File: src/rtl/mfp_eic_pkg.sv
// Shared constants and types for the microAptiv EIC-mode interrupt controller.
package mfp_eic_pkg;

  localparam int unsigned EIC_REG_EICR   = 0;
  localparam int unsigned EIC_REG_EIMSK  = 1;
  localparam int unsigned EIC_REG_EIFR   = 2;
  localparam int unsigned EIC_REG_EISMSK = 3;
  localparam int unsigned EIC_REG_EIRQ   = 4;

  localparam logic [16:0] EIC_OFFSET_BASE = 17'h200;
  localparam logic [16:0] EIC_OFFSET_STEP = 17'h20;

  typedef struct packed {
    logic [17:0] reserved;
    logic [7:0]  ripl;
    logic [5:0]  vector;
  } eic_eirq_t;

  function automatic logic [16:0] eic_offset(input logic [5:0] vec);
    return EIC_OFFSET_BASE + 17'(vec) * EIC_OFFSET_STEP;
  endfunction

endpackage

File: src/rtl/mfp_eic_priority_enc.sv
// Combinational highest-set-bit encoder: returns whether any request is set and its top index.
module mfp_eic_priority_enc #(
  parameter int unsigned WIDTH = 32
) (
  input  logic [WIDTH-1:0] req,
  output logic             valid,
  output logic [5:0]       index
);

  always_comb begin
    valid = 1'b0;
    index = '0;
    for (int unsigned i = 0; i < WIDTH; i++) begin
      if (req[i]) begin
        valid = 1'b1;
        index = 6'(i);
      end
    end
  end

endmodule

File: src/rtl/mfp_eic_handler.sv
// EIC-mode interrupt controller: latches, masks and prioritises requests for the core.
// Define MFP_EIC_INPUT_SYNC_EN to add a 2-flop synchroniser on every EIC_input bit.
module mfp_eic_handler
  import mfp_eic_pkg::*;
#(
  parameter int unsigned EIC_CHANNELS = 32,
  parameter int unsigned ADDR_WIDTH   = 3
) (
  input  logic                    SI_ClkIn,
  input  logic                    SI_Reset,
  input  logic [EIC_CHANNELS-1:0] EIC_input,
  input  logic                    SI_IAck,
  input  logic [5:0]              SI_IPL,
  input  logic [ADDR_WIDTH-1:0]   reg_addr,
  input  logic [31:0]             reg_wdata,
  input  logic                    reg_we,
  input  logic                    reg_re,
  output logic [31:0]             reg_rdata,
  output logic [7:0]              EIC_Interrupt,
  output logic [5:0]              EIC_Vector,
  output logic [16:0]             EIC_Offset,
  output logic [3:0]              EIC_ShadowSet
);

  localparam int unsigned CH = EIC_CHANNELS;

  logic [CH-1:0] in_s, prev_q, pend_q, pend_d, pending, rise, clr, ack_mask, active;
  logic [CH-1:0] eimsk_q, eismsk_q;
  logic          eicr_q;
  logic [7:0]    ripl_q;
  logic [5:0]    vec_q;
  logic [16:0]   off_q;
  logic [31:0]   rdata_q, rdata_d;
  logic [31:0]   addr_idx;
  logic          wr_eicr, wr_eimsk, wr_eifr, wr_eismsk;
  logic          ack_valid, cand_valid, present;
  logic [5:0]    cand_idx;
  logic [7:0]    cand_ripl;
  eic_eirq_t     eirq;

`ifdef MFP_EIC_INPUT_SYNC_EN
  logic [CH-1:0] sync1_q, sync2_q;

  always_ff @(posedge SI_ClkIn) begin
    if (SI_Reset) begin
      sync1_q <= '0;
      sync2_q <= '0;
    end else begin
      sync1_q <= EIC_input;
      sync2_q <= sync1_q;
    end
  end

  assign in_s = sync2_q;
`else
  assign in_s = EIC_input;
`endif

  assign addr_idx  = 32'(reg_addr);
  assign wr_eicr   = reg_we && (addr_idx == EIC_REG_EICR);
  assign wr_eimsk  = reg_we && (addr_idx == EIC_REG_EIMSK);
  assign wr_eifr   = reg_we && (addr_idx == EIC_REG_EIFR);
  assign wr_eismsk = reg_we && (addr_idx == EIC_REG_EISMSK);

  assign ack_valid = SI_IAck && (ripl_q != 8'd0);

  always_comb begin
    ack_mask = '0;
    for (int unsigned i = 0; i < CH; i++) begin
      ack_mask[i] = ack_valid && (vec_q == 6'(i));
    end
  end

  // Edge flags live only for edge-sensed channels; a new rising edge beats any clear.
  assign rise    = in_s & ~prev_q;
  assign clr     = ((wr_eifr ? reg_wdata[CH-1:0] : '0) | ack_mask) & eismsk_q;
  assign pend_d  = (rise | (pend_q & ~clr)) & eismsk_q;
  assign pending = (pend_q & eismsk_q) | (in_s & ~eismsk_q);

  // The acknowledged channel is dropped from this arbitration so the core never sees it twice.
  assign active = eicr_q ? (pending & eimsk_q & ~(ack_mask & eismsk_q)) : '0;

  mfp_eic_priority_enc #(
    .WIDTH (CH)
  ) u_prio (
    .req   (active),
    .valid (cand_valid),
    .index (cand_idx)
  );

  assign cand_ripl = 8'(cand_idx) + 8'd1;
  assign present   = cand_valid && (cand_ripl > {2'b00, SI_IPL});

  always_comb begin
    eirq        = '0;
    eirq.ripl   = ripl_q;
    eirq.vector = vec_q;
    rdata_d     = '0;
    case (addr_idx)
      EIC_REG_EICR:   rdata_d[0]    = eicr_q;
      EIC_REG_EIMSK:  rdata_d[CH-1:0] = eimsk_q;
      EIC_REG_EIFR:   rdata_d[CH-1:0] = pending;
      EIC_REG_EISMSK: rdata_d[CH-1:0] = eismsk_q;
      EIC_REG_EIRQ:   rdata_d       = eirq;
      default:        rdata_d       = '0;
    endcase
  end

  always_ff @(posedge SI_ClkIn) begin
    if (SI_Reset) begin
      prev_q   <= '0;
      pend_q   <= '0;
      eicr_q   <= 1'b0;
      eimsk_q  <= '0;
      eismsk_q <= '0;
      ripl_q   <= '0;
      vec_q    <= '0;
      off_q    <= '0;
      rdata_q  <= '0;
    end else begin
      prev_q <= in_s;
      pend_q <= pend_d;
      if (wr_eicr)   eicr_q   <= reg_wdata[0];
      if (wr_eimsk)  eimsk_q  <= reg_wdata[CH-1:0];
      if (wr_eismsk) eismsk_q <= reg_wdata[CH-1:0];
      if (reg_re)    rdata_q  <= rdata_d;
      if (present) begin
        ripl_q <= cand_ripl;
        vec_q  <= cand_idx;
        off_q  <= eic_offset(cand_idx);
      end else begin
        ripl_q <= '0;
      end
    end
  end

  assign reg_rdata     = rdata_q;
  assign EIC_Interrupt = ripl_q;
  assign EIC_Vector    = vec_q;
  assign EIC_Offset    = off_q;
  assign EIC_ShadowSet = 4'd0;

endmodule
File: config.mk
export PLATFORM = sky130hd
export DESIGN_NAME = mfp_eic_handler
export DESIGN_NICKNAME = d
export VERILOG_FILES = /design/src/rtl/mfp_eic_pkg.sv /design/src/rtl/mfp_eic_priority_enc.sv /design/src/rtl/mfp_eic_handler.sv
export SDC_FILE = /design/constraint.sdc
export NUM_CORES = 1
export LEC_CHECK = 0
export ABC_CLOCK_PERIOD_IN_PS = 5600
export BUFFER_PORTS_ARGS = -buffer_cell sky130_fd_sc_hd__buf_2
export CAP_MARGIN = 20
export CORE_MARGIN = 8
export CORE_UTILIZATION = 53
export CTS_BUF_LIST = sky130_fd_sc_hd__clkbuf_4 sky130_fd_sc_hd__clkbuf_8
export DETAILED_ROUTE_END_ITERATION = 8
export HOLD_SLACK_MARGIN = 0.06
export MAX_ROUTING_LAYER = met4
export PLACE_DENSITY = 0.82
export SETUP_SLACK_MARGIN = 0.05
export SKIP_LAST_GASP = 1
export SYNTH_ARGS = -nofsm -noshare
export SYNTH_HDL_FRONTEND = slang
export SYNTH_HIERARCHICAL = 1
export SYNTH_SLANG_ARGS = --single-unit
File: constraint.sdc
create_clock -name SI_ClkIn -period 5.6 [get_ports SI_ClkIn]
set_clock_uncertainty 0.05 [all_clocks]
set_input_delay 1.68 -clock SI_ClkIn [delete_from_list [all_inputs] [get_ports SI_ClkIn]]
set_output_delay 1.68 -clock SI_ClkIn [all_outputs]
set_load 0.01 [all_outputs]
==> results_dict.tcl <==
set metrics [dict create \
    run_status "completed" \
    maxCapViolCount 0 \
    antenna_violations_before_repair 2 \
    yosysSeqAreaShare 0.380 \
    synth-edff-count 0 \
    wire_length_of_the_first_global_routing_pass_um 42400 \
    report.final.hold_viol_count 0 \
    netlist.area_leader.share 0.380 \
    ys_dominant_reg_cell "sky130_fd_sc_hd__dfxtp_1" \
    timing.final.crit_period_ns 5.18 \
    areaGrowthSynthToFinish_pct 10.8 \
    vdd.ir_drop.worst_v 0.000146 \
    yosys-top-cells-area "sky130_fd_sc_hd__dfxtp_1 (38%), sky130_fd_sc_hd__nand2_1 (8.6%), sky130_fd_sc_hd__a21oi_1 (7.9%)" \
    post_synth_num_cell_types 66 \
    setup_failing_eps_final 0 \
    drtAntennaViolNets 0 \
    drt_pre_antenna_iters 5 \
    grt_overflow 0 \
    nNetsFinal 1323 \
    global_route.usage.met1 0.315 \
    powerDensity_nw_per_um2 235 \
    power_leakage_nw 3.99 \
    io-pin-count 145 \
    layout_setup_ws_ns 0.418 \
    clkSinkCount 177 \
    grt_start_max_net_pins 146 \
    cts_tree "built" \
    core_region_area_um2 17200 \
    hold_worst_slack_ns 0.419 \
    critical_path_class "in2reg" \
    synth-async-reset-ratio 0 \
    worstPathArrival_ns 5.44 \
    timing_max_transition_violations_final 0 \
    worst_setup_slack_before_clock_tree_synthesis_ns -0.0642 \
    grt_usage 0.247 \
    final_util 0.599 \
    worst_setup_path_start_kind "input port" \
    clock_tree.root_cell "sky130_fd_sc_hd__clkbuf_8" \
    period_share 0.925 \
    drt-vias-per-instance 5.88 \
    routed_wl_um 27400 \
    clk_pin_slew_ns 0.09 \
    wl_per_cell_um 18.5 \
    cts.htree.levels 4 \
    drc 0 \
    num_rows 48 \
    netlist_instances 1146 \
    floorplan.die_area_um2 22100 \
    crit_path_end_kind "flip-flop" \
    slew_headroom 0.277 \
    timing.critical_path.required_ns 5.86 \
    post_synth.cell_area_avg_um2 8.14 \
    die_w_um 149 \
    synth.ff_latch_count 177 \
    start_util 0.541 \
    clk-insertion-delay-late_ns 0.46 \
    met3_usage 0.0474 \
    mappedNetlistArea_um2 9330 \
    max_freq_ghz 0.193 \
    synthesis.yosys.warnings 6 \
    final_common_cell "sky130_fd_sc_hd__nand2_1" \
    buffer_ports.inserted 129 \
    cts-hold-fix-buffers 0 \
    min-delay-path-class "reg2reg" \
    tritoncts.num_buffers 17 \
    synth_area_leader_cell "sky130_fd_sc_hd__dfxtp_1" \
    setup_repair_after_global_routing_missed_its_margin "false" \
    post_route_cells_drive_above_1_share 0.178 \
    regToRegStartpoint "EIC_Interrupt[0]" \
    worst-slew-pin-transition_ns 1.08 \
    hold_path_startpoint "reg_rdata[23]" \
    grt_pass1_vias 7983 \
    timing.critical_path.fanout_max 7 \
    layout.cells.most_common_list "sky130_fd_sc_hd__nand2_1 (213), sky130_fd_sc_hd__dfxtp_1 (177), sky130_fd_sc_hd__a21oi_1 (147)" \
    dp.final_hpwl_um 18900 \
    die_h_um 149 \
    gp_congestion 0.941 \
    grt-busiest-layer "met2" \
    via_count 8684 \
    timing.critical_path.from "SI_IAck" \
    reg2reg_setup_slack_ns 0.78 \
    violation_count_after_the_first_detailed_route_iteration 1077 \
    global_route.usage.met2 0.376 \
    cts-root-to-sink-buffers 2 \
]
synthesized netlist by cell type, types with 2 or more instances:
| master | n |
|---|---|
| sky130_fd_sc_hd__buf_16 | 2 |
| sky130_fd_sc_hd__nor3b_2 | 16 |
| sky130_fd_sc_hd__clkbuf_1 | 39 |
| sky130_fd_sc_hd__buf_4 | 21 |
| sky130_fd_sc_hd__and3b_1 | 8 |
| sky130_fd_sc_hd__conb_1 | 2 |
| sky130_fd_sc_hd__o2bb2ai_1 | 4 |
| sky130_fd_sc_hd__a211oi_1 | 3 |
| sky130_fd_sc_hd__a32o_1 | 4 |
| sky130_fd_sc_hd__nor2_1 | 19 |
| sky130_fd_sc_hd__nor3b_1 | 28 |
| sky130_fd_sc_hd__ha_1 | 8 |
| sky130_fd_sc_hd__buf_6 | 6 |
| sky130_fd_sc_hd__nand3_1 | 27 |
| sky130_fd_sc_hd__a221o_1 | 2 |
| sky130_fd_sc_hd__o21a_1 | 20 |
| sky130_fd_sc_hd__a21oi_1 | 148 |
| sky130_fd_sc_hd__o2111ai_1 | 16 |
| sky130_fd_sc_hd__and3_1 | 2 |
| sky130_fd_sc_hd__or3b_2 | 2 |
| sky130_fd_sc_hd__dfxtp_1 | 177 |
| sky130_fd_sc_hd__o21ai_1 | 2 |
| sky130_fd_sc_hd__o2111ai_2 | 5 |
| sky130_fd_sc_hd__nor2b_1 | 38 |
| sky130_fd_sc_hd__and2_1 | 12 |
| sky130_fd_sc_hd__and2b_1 | 4 |
| sky130_fd_sc_hd__buf_2 | 17 |
| sky130_fd_sc_hd__nand2b_1 | 76 |
| sky130_fd_sc_hd__nor4_2 | 3 |
| sky130_fd_sc_hd__mux2i_1 | 14 |
| sky130_fd_sc_hd__o211a_1 | 7 |
| sky130_fd_sc_hd__a22o_1 | 11 |
| sky130_fd_sc_hd__or3_1 | 2 |
| sky130_fd_sc_hd__nor3_1 | 5 |
| sky130_fd_sc_hd__nand2_1 | 213 |
| sky130_fd_sc_hd__o21ai_0 | 34 |
| sky130_fd_sc_hd__nand3b_1 | 10 |
| sky130_fd_sc_hd__xnor2_1 | 3 |
| sky130_fd_sc_hd__a21o_1 | 36 |
| sky130_fd_sc_hd__a32oi_1 | 20 |
| sky130_fd_sc_hd__o31ai_1 | 10 |
| sky130_fd_sc_hd__inv_1 | 36 |
| sky130_fd_sc_hd__buf_1 | 7 |
| sky130_fd_sc_hd__nor4_1 | 3 |
| sky130_fd_sc_hd__or4_1 | 3 |
final cells by class:
cell class                      instances  area [um^2]
Clock inverter                         11          129
Timing Repair Buffer                  154          840
Fill cell                            1541         6910
Clock buffer                           21          283
Tap cell                              225          282
Antenna cell                            2         5.00
Sequential cell                       177         3540
Inverter                               36          135
Multi-Input combinational cell        851         5110
critical path, stage by stage:
cell,delay (ns)
sky130_fd_sc_hd__buf_2,0.09
sky130_fd_sc_hd__nor3b_2,0.32
sky130_fd_sc_hd__buf_4,0.20
sky130_fd_sc_hd__o211a_1,0.21
sky130_fd_sc_hd__a21oi_1,0.10
sky130_fd_sc_hd__o211a_1,0.26
sky130_fd_sc_hd__a221o_1,0.33
sky130_fd_sc_hd__a21oi_1,0.15
sky130_fd_sc_hd__o221ai_1,0.17
sky130_fd_sc_hd__a21oi_2,0.26
sky130_fd_sc_hd__ha_1,0.21
sky130_fd_sc_hd__nand3_1,0.10
sky130_fd_sc_hd__xnor2_1,0.22
sky130_fd_sc_hd__ha_1,0.28
sky130_fd_sc_hd__a21o_1,0.18
sky130_fd_sc_hd__a211oi_1,0.24
sky130_fd_sc_hd__a21oi_1,0.14
sky130_fd_sc_hd__buf_4,0.18
sky130_fd_sc_hd__nor3b_1,0.13
per-stage QoR:
step / TNS, ns / power [mW] / std cells / instance area, um^2
after floorplan: 0 / 1.47 / 1160 / 9380
after global placement: 0 / 1.54 / 1443 / 9910
after detailed placement: -0.575 / 1.54 / 1443 / 9910
after CTS: 0 / 2.43 / 1475 / 10300
after global routing: 0 / 2.51 / 1477 / 10300
final: 0 / 2.43 / 1477 / 10300
where the power goes:
group	internal, mW	total, mW	switching (mW)	leakage (nW)
combinational	0.0807	0.216	0.136	2.36
sequential	1.28	1.30	0.0163	1.44
clock	0.440	0.910	0.470	0.195
state kept, by name, summed over array words and instances, names as in the netlist:
signal         flops
eimsk_q           32
eismsk_q          32
pend_q            32
prev_q            32
reg_rdata         32
EIC_Interrupt      7
EIC_Vector         6
EIC_Offset         3
eicr_q             1
worst paths after layout:
kind                            cells after the start               end
worst min-delay path                                2     reg_rdata[23]
worst min register to register                      2     reg_rdata[23]
worst max register to register                     18     EIC_Vector[3]
worst max-delay path                               19  EIC_Interrupt[0]
layer usage:
| layer | part of all wire | routed length, um |
|---|---|---|
| met2 | 0.45 | 12300 |
| met4 | 0.031 | 857 |
| met5 | 0 | 0 |
| met1 | 0.43 | 11700 |
| met3 | 0.090 | 2460 |
timing repair:
item	CTS	global route
endpoints found under the setup margin	0	11
setup buffers	0	0
resized for setup	0	1
kinds of logic (layout without fill, tap and decap cells):
group           Yosys count  in the layout  synth area share
simple gates            476            476             0.276
compound gates          332            332             0.233
flops                   177            177             0.380
buf+inv                 132            222            0.0796
mux                      15             15            0.0162
fa+ha+maj                 8              8            0.0107
xor+xnor                  4              4           0.00376
other cells               2             18          0.000805
Note: power is estimated with default switching activity, not from simulation.
